$ cat config.mk
export PLATFORM = sky130hd
export DESIGN_NAME = serial_subtractor
export DESIGN_NICKNAME = d
export VERILOG_FILES = /design/src/rtl/serial_subtractor_pkg.sv /design/src/rtl/serial_subtractor_fs.sv /design/src/rtl/serial_subtractor.sv
export SDC_FILE = /design/constraint.sdc
export NUM_CORES = 1
export LEC_CHECK = 0
export CAP_MARGIN = 20
export CORE_MARGIN = 8
export CORE_UTILIZATION = 55
export CTS_BUF_LIST = sky130_fd_sc_hd__clkbuf_4 sky130_fd_sc_hd__clkbuf_8 sky130_fd_sc_hd__clkbuf_16
export CTS_CLUSTER_SIZE = 40
export DETAILED_ROUTE_END_ITERATION = 7
export PLACE_DENSITY = 0.85
export SLEW_MARGIN = 20
export SYNTH_ARGS = -nofsm -noshare
export SYNTH_HDL_FRONTEND = slang
export SYNTH_SLANG_ARGS = --single-unit
export TNS_END_PERCENT = 20
$ cat constraint.sdc
create_clock -name clk -period 2.5 [get_ports clk]
set_input_delay 0.75 -clock clk [delete_from_list [all_inputs] [get_ports clk]]
set_output_delay 0.75 -clock clk [all_outputs]
set_load 0.05 [all_outputs]
$ cat src/rtl/serial_subtractor_pkg.sv
// Shared definitions for the bit-serial subtractor.
//   state_t       : FSM state encoding (IDLE, SHIFT, DONE)
//   DEFAULT_WIDTH : default operand width in bits
package serial_subtractor_pkg;

  typedef enum logic [1:0] {
    IDLE  = 2'd0,
    SHIFT = 2'd1,
    DONE  = 2'd2
  } state_t;

  localparam int DEFAULT_WIDTH = 8;

endpackage

$ cat src/rtl/serial_subtractor_fs.sv
// One-bit combinational full subtractor: x - y - b_in.
//   x, y  : operand bits
//   b_in  : incoming borrow
//   d     : difference bit
//   b_out : outgoing borrow
module full_subtractor (
  input  logic x,
  input  logic y,
  input  logic b_in,
  output logic d,
  output logic b_out
);

  assign d     = x ^ y ^ b_in;
  assign b_out = (~x & y) | (~(x ^ y) & b_in);

endmodule

$ cat src/rtl/serial_subtractor.sv
// Bit-serial subtractor computing a - b - b_in, one bit per clock, LSB first.
//   clk, rst     : clock and synchronous active-high reset
//   start        : request an operation (sampled only while idle)
//   a, b, b_in   : operands and borrow-in, captured when start is accepted
//   busy         : high while shifting or presenting the result
//   done         : one-cycle pulse when diff/b_out/ovf are updated
//   diff         : a - b - b_in modulo 2^WIDTH
//   b_out        : final borrow (unsigned a < b + b_in)
//   ovf          : two's-complement signed overflow
module serial_subtractor
  import serial_subtractor_pkg::*;
#(
  parameter int WIDTH = DEFAULT_WIDTH
) (
  input  logic             clk,
  input  logic             rst,
  input  logic             start,
  input  logic [WIDTH-1:0] a,
  input  logic [WIDTH-1:0] b,
  input  logic             b_in,
  output logic             busy,
  output logic             done,
  output logic [WIDTH-1:0] diff,
  output logic             b_out,
  output logic             ovf
);

  localparam int              CNT_W    = $clog2(WIDTH + 1);
  localparam logic [CNT_W-1:0] LAST_BIT = CNT_W'(WIDTH - 1);

  state_t             state_reg;
  logic [WIDTH-1:0]   a_sh_reg;
  logic [WIDTH-1:0]   b_sh_reg;
  logic [WIDTH-1:0]   res_reg;
  logic               borrow_reg;
  logic               a_msb_reg;
  logic               b_msb_reg;
  logic [CNT_W-1:0]   cnt_reg;

  logic               bit_d;
  logic               bit_borrow;
  logic [WIDTH-1:0]   res_next;

  // The single bit slice always works on the current LSBs of the shifters.
  full_subtractor u_fs (
    .x     (a_sh_reg[0]),
    .y     (b_sh_reg[0]),
    .b_in  (borrow_reg),
    .d     (bit_d),
    .b_out (bit_borrow)
  );

  // Difference bits enter from the MSB side so that after WIDTH shifts
  // bit 0 has reached position 0.
  assign res_next = {bit_d, res_reg[WIDTH-1:1]};

  always_ff @(posedge clk) begin
    if (rst) begin
      state_reg  <= IDLE;
      a_sh_reg   <= '0;
      b_sh_reg   <= '0;
      res_reg    <= '0;
      borrow_reg <= 1'b0;
      a_msb_reg  <= 1'b0;
      b_msb_reg  <= 1'b0;
      cnt_reg    <= '0;
      busy       <= 1'b0;
      done       <= 1'b0;
      diff       <= '0;
      b_out      <= 1'b0;
      ovf        <= 1'b0;
    end else begin
      case (state_reg)
        IDLE: begin
          done <= 1'b0;
          if (start) begin
            a_sh_reg   <= a;
            b_sh_reg   <= b;
            borrow_reg <= b_in;
            // Sign bits are kept separately because the shifters lose them.
            a_msb_reg  <= a[WIDTH-1];
            b_msb_reg  <= b[WIDTH-1];
            res_reg    <= '0;
            cnt_reg    <= '0;
            busy       <= 1'b1;
            state_reg  <= SHIFT;
          end
        end

        SHIFT: begin
          a_sh_reg   <= a_sh_reg >> 1;
          b_sh_reg   <= b_sh_reg >> 1;
          borrow_reg <= bit_borrow;
          res_reg    <= res_next;
          cnt_reg    <= cnt_reg + 1'b1;
          if (cnt_reg == LAST_BIT) begin
            // Publish using the values produced by this final bit.
            diff      <= res_next;
            b_out     <= bit_borrow;
            ovf       <= (a_msb_reg != b_msb_reg) && (res_next[WIDTH-1] != a_msb_reg);
            done      <= 1'b1;
            state_reg <= DONE;
          end
        end

        DONE: begin
          done      <= 1'b0;
          busy      <= 1'b0;
          state_reg <= IDLE;
        end

        default: begin
          done      <= 1'b0;
          busy      <= 1'b0;
          state_reg <= IDLE;
        end
      endcase
    end
  end

endmodule

# Word level (Yosys, flattened, before mapping)
# Index checks and enable logic that the tools add are counted.
[totals] register_bits=45 input_bits=20 wordCells=52 output_inout_bits=12
[classes] muxes=15 bitwise_logic=8 n_eq_ne=6 addsub=1 reduce_logical=9
[ops] op="case mux 8 bit (2 select lines)" n=3
[ops] op="two-way mux 8 bit" n=3
[ops] op="AND reduction 2 bit" n=5
[ops] op="case mux 4 bit (2 select lines)" n=1
[ops] op="adder 4 x 1 -> 4 bit (second input constant)" n=1
[ops] op="== test 4 x 3 -> 1 bit (second input constant)" n=1
[ops] op="two-way mux 2 bit" n=2
[ops] op="two-way mux 4 bit" n=1
[ops] op="inequality test 2 bit (second input constant)" n=2
[ops] op="case mux 1 bit (2 select lines)" n=2
[ops] op="case mux 2 bit (2 select lines)" n=1
[ops] op="inverter 1 bit" n=3
[ops] op="AND 1 bit" n=2
[ops] op="== test 2 x 1 -> 1 bit (second input constant)" n=1
[ops] op="zero test 2 bit" n=1
[ops] op="two-way mux 1 bit" n=2
[ops] op="inequality test 1 bit" n=2
[ops] op="nonzero test 2 bit" n=1
[ops] op="OR reduction 2 bit" n=1
[ops] op="bitwise XOR 1 bit" n=2
[ops] op="logical AND 1 bit" n=1
[ops] op="OR 1 bit" n=1

# Logic depth before layout (Yosys ltp)
# Gate-level depths: netlist of run 1.
[logic_depth] ltp_word=5 depth_mapped=5 mapped_depth_nobuf=5

# By module
# Synthesis of run 1 repeated with hierarchy kept, for this count alone.
[unflattened] cells_unflattened=212 hier_area_um2=1841.8
[modules_own_cells] module="serial_subtractor" cells_each=208 instances=1 seq_area_each_um2=880.8 area_per_inst_um2=1810.5
[modules_own_cells] module="full_subtractor" cells_each=4 instances=1 seq_area_each_um2=0.0 area_per_inst_um2=31.3

# Worst setup path after synthesis of run 1
# No wires, ideal clock.
[synth_path] path_kind="input to register" from="in start" to="reg a_sh_reg[4]" required_ps=2378 arrival_time_ps=1571 setup_ps=122 slack_ps=808 path_stages=5 path_buffers=2 cell_sequence="buf_2 -> o21bai_2 -> and2_1 -> buf_2 -> a221o_1"
[synth_via] elab_chain_len=2
[synth_lines] item="from (decl)" line_no="serial_subtractor.sv:17" rtl="input logic start,"
[synth_lines] item="inequality test 2 bit (no source line)"
[synth_lines] item="AND reduction 2 bit (no source line)"
[synth_lines] item="to (signal assigned)" line_no="serial_subtractor.sv:91" rtl="a_sh_reg <= a_sh_reg >> 1;"
[synth_lines] item="to (decl)" line_no="serial_subtractor.sv:32" rtl="logic [WIDTH-1:0] a_sh_reg;"
# No other way between the ends.
# A chain may end at the register's enable or synchronous reset.

# Worst setup path in the final report of run 1
[layout_path] from="reg b_out" to="out b_out"
[layout_rtl] item="from (decl)" line_no="serial_subtractor.sv:24" rtl="output logic b_out,"
[layout_rtl] item="from (signal assigned)" line_no="serial_subtractor.sv:99" rtl="b_out <= bit_borrow;"
# No word-level cell between the ends.

==> flow_results.org, run 1 <==
** Status
- Result of the run :: finished clean

** Timing
- Final Cycle Share :: just over 90%
- Based on the critical path, the design can be clocked at up to 0.436 GHz.
- Setup violations remaining at the end of the flow were counted as 0.
- Setup repair after global routing left no endpoint under its margin.
- The count of endpoints failing hold in the final timing report came to 0.
- In this run the tightest slew margin relative to its limit is 62.4%.
- Total Neg Setup Slack :: 0 ns
- The max-slew violation total from the final report was 0.
- The smallest clock period supported by the final layout is computed as 2.29 ns.
- For the final database, setup skew stands at 0.00426 ns.
- Slew @ Worst Pin :: between 0.5 and 0.6 ns

** Clock tree
- CTS saw 44 sinks.
- Once the clock tree was built, the setup fixing pass inserted 0 buffers.
- CTS Buffer Depth :: 2
- In this run, CTS created clock tree buffers numbering 5.
- Post-CTS Hold Fix Bufs :: 0
- After clock tree synthesis, the repair step resized 0 gates.
- The H-tree was split into 2 levels.
- Clock-pin slew was measured on the worst setup and hold paths at 0.13 ns.
- TritonCTS built the clock tree.
- Source-to-sink clock delay at the later pin of the worst-skew pair :: approximately 0.36 ns
- Root Buffer Master :: sky130_fd_sc_hd__clkbuf_4

** Place
- GPL Wtd Cong :: around 0.86
- HPWL after detailed placement :: 3.08 mm
- In this run the tool buffered the top-level ports with 31 buffer cells.
- Total placed instance area :: 2280 um2

** Die
- Die area :: approximately 5700 um2
- IO Pins :: 32
- Core Area :: 3360 um2
- The die is ~75 um wide.
- Initial core utilization :: 57.6%
- Num rows :: 21
- The die is 75.3 um tall.

** Cells and area
- After routing the design area is roughly 2300 um2.
- Most common library cell in the layout ignoring fill and taps :: sky130_fd_sc_hd__dfxtp_1
- Total inserted antenna cells :: 0
- Net count of the finished layout :: around 270
- Fraction of final layout cells sized beyond drive strength 1 :: 10.2%
- Leaving out fill and tap cells, the most frequent cells in the layout are sky130_fd_sc_hd__dfxtp_1, sky130_fd_sc_hd__a21oi_1, sky130_fd_sc_hd__clkdlybuf4s50_1.
- From synthesis to final layout, the design area changed by 21.1%.

** Power
- Static Leakage :: 0.000886 uW
- VDD sags by at most roughly 0.37 mV.
- Power per cell area :: 586 nW/um2

** Global route
- Largest net degree at the start of global routing :: 27
- Total grt overflow :: 0
- The via count of the first global-routing pass was approximately 1600.
- Initial antenna violation count :: 0
- GRT Resource Usage Total :: 17.1%
- Global-route wire length before repair :: 7.53 mm

** Yosys
- After synthesis, the share of flip-flops with an asynchronous set or reset is 0%.
- Synthesis produced a netlist whose cell count is 217.
- Post-synth EDFFs :: 0
- Synthesized netlist net count :: 239
- After synthesis, the largest area contributor takes up 45.5% of total cell area.
- Yosys printed 0 warnings.
- Counting distinct cell types in the post-synthesis netlist gives 37.
- Each instance of the synthesized netlist takes up on average 8.92 um2.
- Area of the mapped netlist :: 1940 um2
- Part of the Yosys area used for sequential elements :: 45.5%
- Top post-synthesis cells by area :: sky130_fd_sc_hd__dfxtp_1, sky130_fd_sc_hd__a21oi_1, sky130_fd_sc_hd__o221a_1
- Flops & latches, synth :: 44
- Cell accounting for the most synthesized area :: sky130_fd_sc_hd__dfxtp_1
- For this run, the leading register cell type out of synthesis is sky130_fd_sc_hd__dfxtp_1.

** Worst setup path
- For the worst setup path, the data required time is 1.75 ns.
- Crit Path Max Fanout :: 2
- In this run the number of cells on the critical path is 1.
- Largest delay contributor family on the critical path :: buffers and inverters
- Counting cells, the worst reg-to-reg path comes to 3.
- Slowest-stage cell, CP :: sky130_fd_sc_hd__clkdlybuf4s50_1
- The number of buffers and inverters on the critical path is 1.
- Capturing element type of the critical path :: output pin
- Worst EP arrival :: around 1.5 ns
- Crit start category :: flip-flop
- Traced cell by cell, the critical path runs through clkdlybuf4s50_1.
- The largest single stage delay on the critical path is ~0.81 ns.
- Worst setup path category :: reg2out

** Routing
- In the final routed layout, each cell accounts on average for 14.9 um.
- Detailed Routing Iterations Pass 1 :: 4
- The routed design has 4.35 mm of wire.
- Number of nets with antenna violations after routing :: 0
- Post-route DRC violation count :: 0
- Dividing the detail-routed via count by the number of cells gives 5.73.
- Summing over every cut layer, the via total after detailed routing is ~1700.
- Iteration-0 DRC Markers :: 195

** Job
- Max-capacitance violation count :: 0

** Worst hold path
- Min-Delay Path Class :: reg2reg
- Along the worst hold path, the cell count comes to 1.
==> per-stage QoR <==
step                instances  total power, uW  util [%]  setup slack (ns)  hold WS, ns
global route              292             1440      69.7             0.139        0.505
global placement          284             1000      67.7             0.248        0.442
CTS                       292             1370      69.7             0.189        0.484
floorplan                 217              932         -             0.808        0.442
detailed placement        284             1010      67.7             0.219        0.446
finish                    292             1370      69.7             0.205        0.483
==> power breakdown <==
| part | total, uW | switching [uW] | internal, uW |
|---|---|---|---|
| clock | 380 | 243 | 137 |
| combinational | 218 | 111 | 107 |
| sequential | 775 | 34.2 | 740 |
==> cell usage after synthesis (2+ instances only) <==
| cell type | n |
|---|---|
| sky130_fd_sc_hd__clkbuf_1 | 5 |
| sky130_fd_sc_hd__nor3b_1 | 2 |
| sky130_fd_sc_hd__o22ai_1 | 2 |
| sky130_fd_sc_hd__nor2b_1 | 4 |
| sky130_fd_sc_hd__and3b_1 | 2 |
| sky130_fd_sc_hd__nand2b_1 | 2 |
| sky130_fd_sc_hd__nor2_1 | 20 |
| sky130_fd_sc_hd__buf_2 | 12 |
| sky130_fd_sc_hd__a21o_1 | 2 |
| sky130_fd_sc_hd__dfxtp_1 | 44 |
| sky130_fd_sc_hd__and2_1 | 3 |
| sky130_fd_sc_hd__o221a_1 | 8 |
| sky130_fd_sc_hd__mux2i_1 | 2 |
| sky130_fd_sc_hd__o21ai_0 | 10 |
| sky130_fd_sc_hd__a311oi_1 | 2 |
| sky130_fd_sc_hd__a22o_1 | 7 |
| sky130_fd_sc_hd__nand2_1 | 6 |
| sky130_fd_sc_hd__inv_1 | 14 |
| sky130_fd_sc_hd__nand3_1 | 9 |
| sky130_fd_sc_hd__a221o_1 | 2 |
| sky130_fd_sc_hd__o221a_2 | 4 |
| sky130_fd_sc_hd__a21oi_1 | 35 |
| sky130_fd_sc_hd__o22a_1 | 5 |
| sky130_fd_sc_hd__a22oi_1 | 2 |
==> routing by layer <==
metal / global-route usage (%) / vias up / part of all wire, %
met5: 0 / - / 0
met2: 26.6 / 51 / 45
met4: 4.90 / 0 / 1.1
met1: 22.4 / 781 / 47
met3: 4.74 / 4 / 6.8
li1: - / 837 / -
==> cell families after synthesis <==
| kind of cell | Yosys count | synth area share (%) |
|---|---|---|
| compound gates | 83 | 29.9 |
| simple gates | 54 | 14.5 |
| flops | 44 | 45.5 |
| buf+inv | 31 | 6.79 |
| mux | 3 | 1.62 |
| fa+ha+maj | 2 | 1.68 |
==> worst reg2reg max path, stage by stage, from the launching register on <==
cell and delay (ns):
sky130_fd_sc_hd__dfxtp_1 0.62, sky130_fd_sc_hd__nand2b_1 0.47, sky130_fd_sc_hd__nor2_2 0.18, sky130_fd_sc_hd__a221o_1 0.38
==> final cells by class <==
type | count | area (um2)
timing repair buffer | 38 | 363
clock inverter | 2 | 15.0
multi-input combinational | 142 | 923
sequential | 44 | 881
clock buffer | 6 | 51.3
fill | 278 | 1020
inverter | 14 | 52.6
tap | 46 | 57.6
==> path summary, 6_finish.rpt <==
kind	slack, ns	endpoint	from
worst min register to register	0.48	busy	busy
worst max register to register	0.76	a_sh_reg[6]	state_reg[1]
worst max-delay path	0.21	b_out	b_out
worst min-delay path	0.48	busy	busy
(Power assumes the default switching activity.)
==> inputs of run 2 (changes only) <==
==> constraint.sdc (replaced) <==
create_clock -name clk -period 2.5 [get_ports clk]
set_input_delay 0.5 -clock clk [delete_from_list [all_inputs] [get_ports clk]]
set_output_delay 0.5 -clock clk [all_outputs]
set_load 0.05 [all_outputs]
==> flow_results.org, run 2 (same netlist as run 1, synthesis figures left out) <==
** Status
- The flow ran to the end, and the final reports show no timing, DRC or antenna violations.

** Clock tree
- The post-CTS setup buffer count came to 0 (unchanged).
- The tree is rooted in a sky130_fd_sc_hd__clkbuf_4.
- The post-CTS clock slew at the launch and capture registers of the worst setup and hold paths was 0.13 ns (about the same).
- CTS Buffer Depth :: 2 (unchanged)
- The clock sink total was 44 (unchanged).
- The post-cts hold buffer count came to 0 (unchanged).
- The source-to-sink clock delay at the later pin of the worst-skew pair is 0.35 ns (about the same).
- Total clock buffers created by CTS :: 5 (unchanged)
- The number of gates resized after CTS came to 0 (unchanged).
- CTS tree :: done
- Number of H-tree branching levels :: 2 (unchanged)

** Timing
- The transition time at the pin with the least slew margin is 0.582 ns (+0.0214 ns).
- Setup repair after global routing left no endpoint under its margin.
- The max-slew violation total from the final report was 0 (unchanged).
- Number of endpoints with negative hold slack in the final report :: 0 (unchanged)
- The count of final setup violators came to 0 (unchanged).
- Maximum frequency from static timing analysis :: 0.494 GHz (+13%)
- The post-route worst hold slack came to 0.475 ns (-0.00778 ns).
- The share of the clock period used by the worst path was 81.0% (-11 points).
- The headroom to the max-slew limit is 61.1% (-1.3 points).
- Total Neg Setup Slack :: 0 ns (unchanged)
- Final period demand of the worst path :: 2.02 ns (-0.271 ns)
- Setup skew after layout :: 0.0108 ns (+0.00651 ns)

** Routing
- The number of DRC markers after the initial detailed-route iteration is 152 (-22%).
- The total iterations of the first detailed-routing run is 5 (+1).
- Overall via count from detail_route :: 1661 (-0.72%)
- Routed wire length :: 4.26 mm (-2.1%)
- The via density per instance came to 5.69 (-0.72%).
- Number of nets with antenna violations after routing :: 0 (unchanged)
- Post-route DRC violation count :: 0 (unchanged)
- The routed length per placed instance is 14.6 um (-2.1%).

** Die
- Die X-Extent :: 75.3 um (unchanged)
- The area enclosed by the die boundary is 5670 um2 (unchanged).
- IO Pins :: 32 (unchanged)
- Core Area :: 3360 um2 (unchanged)
- The height of the die is 75.3 um (unchanged).
- The number of placement rows came to 21 (unchanged).
- The initial core utilization is 57.6% (unchanged).

** Place
- The total placed cells including tap cells is 285 (+0.35%).
- The placed wire-length estimate after detailed placement is 3.07 mm (-0.33%).
- Number of buffers added on ports :: 31 (unchanged)
- The weighted congestion reported at the end of routability-driven placement came to 0.825 (-4.5%).

** Cells and area
- The share of cells above drive strength 1 is 10.2% (unchanged).
- In the layout the commonest cells are sky130_fd_sc_hd__dfxtp_1, sky130_fd_sc_hd__a21oi_1, sky130_fd_sc_hd__clkdlybuf4s50_1.
- The count of antenna diodes in the layout is 0 (unchanged).
- Post-route insts no fill :: 292 (unchanged)
- The final net count came to 268 (+0.37%).
- Layout-stage area growth over the synthesis result :: 20.6%
- Most common library cell in the layout ignoring fill and taps :: sky130_fd_sc_hd__dfxtp_1

** Worst hold path
- The tightest min-delay check is of the reg2reg type.

** Worst setup path
- Largest delay contributor family on the critical path :: buffers and inverters
- Slowest-stage cell, CP :: sky130_fd_sc_hd__clkdlybuf4s50_1
- The peak fanout along the critical path is 2 (unchanged).
- Worst-path cell chain :: clkdlybuf4s50_1
- The worst setup path is captured at an output pin.
- The worst setup path is of the reg2out kind.
- The critical path buffer and inverter count is 1 (unchanged).
- Crit start category :: flip-flop
- Data required time of the worst path :: 2.00 ns (+0.25 ns)
- The peak per-stage delay on the critical path was 0.81 ns (about the same).
- The arrival time at the worst endpoint was 1.52 ns (-0.02 ns).

** Global route
- Number of global-route vias before repair :: 1511 (-4.0%)
- Largest net degree at the start of global routing :: 23 (-15%)
- The residual overflow from global routing was 0 (unchanged).
- The initial antenna violation count is 0 (unchanged).
- GRT Resource Usage Total :: 16.3% (-0.73 points)
- Global-route wire length before repair :: 7.14 mm (-5.2%)

** Power
- The total power came to 1320 uW (-3.9%).
- The highest ir drop seen on vdd is 0.444 mV (+20%).
- The total leakage power was 0.000887 uW (+0.13%).
- The areal power density over the cells was 565 nW/um2 (-3.5%).

** Job
- The max-capacitance violation count is 0 (unchanged).
[run 2: cell count changes in the layout (fill, tap and decap cells not counted), sizes merged]
cell,previous run,this run
clkinv,0,1
buf,7,8
clkbuf,6,5
clkinvlp,2,1
[run 2: final cells by class]
type / count / area [um2]
inverters: 14 / 52.6
clock buffers: 5 / 37.5
multi-input cells: 142 / 923
well taps: 46 / 57.6
clock inverters: 2 / 12.5
repair buffers: 39 / 370
flip-flops and latches: 44 / 881
fillers: 299 / 1030
[run 2: through the flow]
stage          setup slack (ns)  cell area, um2  util (%)
6_report                  0.476            2330      69.4
5_1_grt                   0.414            2330      69.4
4_1_cts                   0.465            2330      69.4
3_5_place_dp              0.564            2280      67.9
3_3_place_gp              0.588            2280      67.9
2_1_floorplan              1.06            1940         -
[run 2: per-layer routing]
metal	track usage (%)	share of wire (%)	wire (um)	vias up
met5	0	0	0	-
met1	21.8	48	2060	779
li1	-	-	-	838
met3	4.34	4.8	204	7
met2	23.9	45	1920	37
met4	7.68	1.7	72	0
[run 2: worst paths after layout]
check,startpoint,depth (start not counted),slack (ns),to
min,busy,1,0.48,busy
min reg2reg,busy,1,0.48,busy
max,ovf,1,0.48,ovf
max reg2reg,state_reg[1],3,0.63,a_sh_reg[4]
[run 2: where the power goes]
part	switching, uW	internal [uW]	total, uW
Clock	224	103	327
Sequential	32.6	740	773
Combinational	112	108	220
Total	369	951	1320
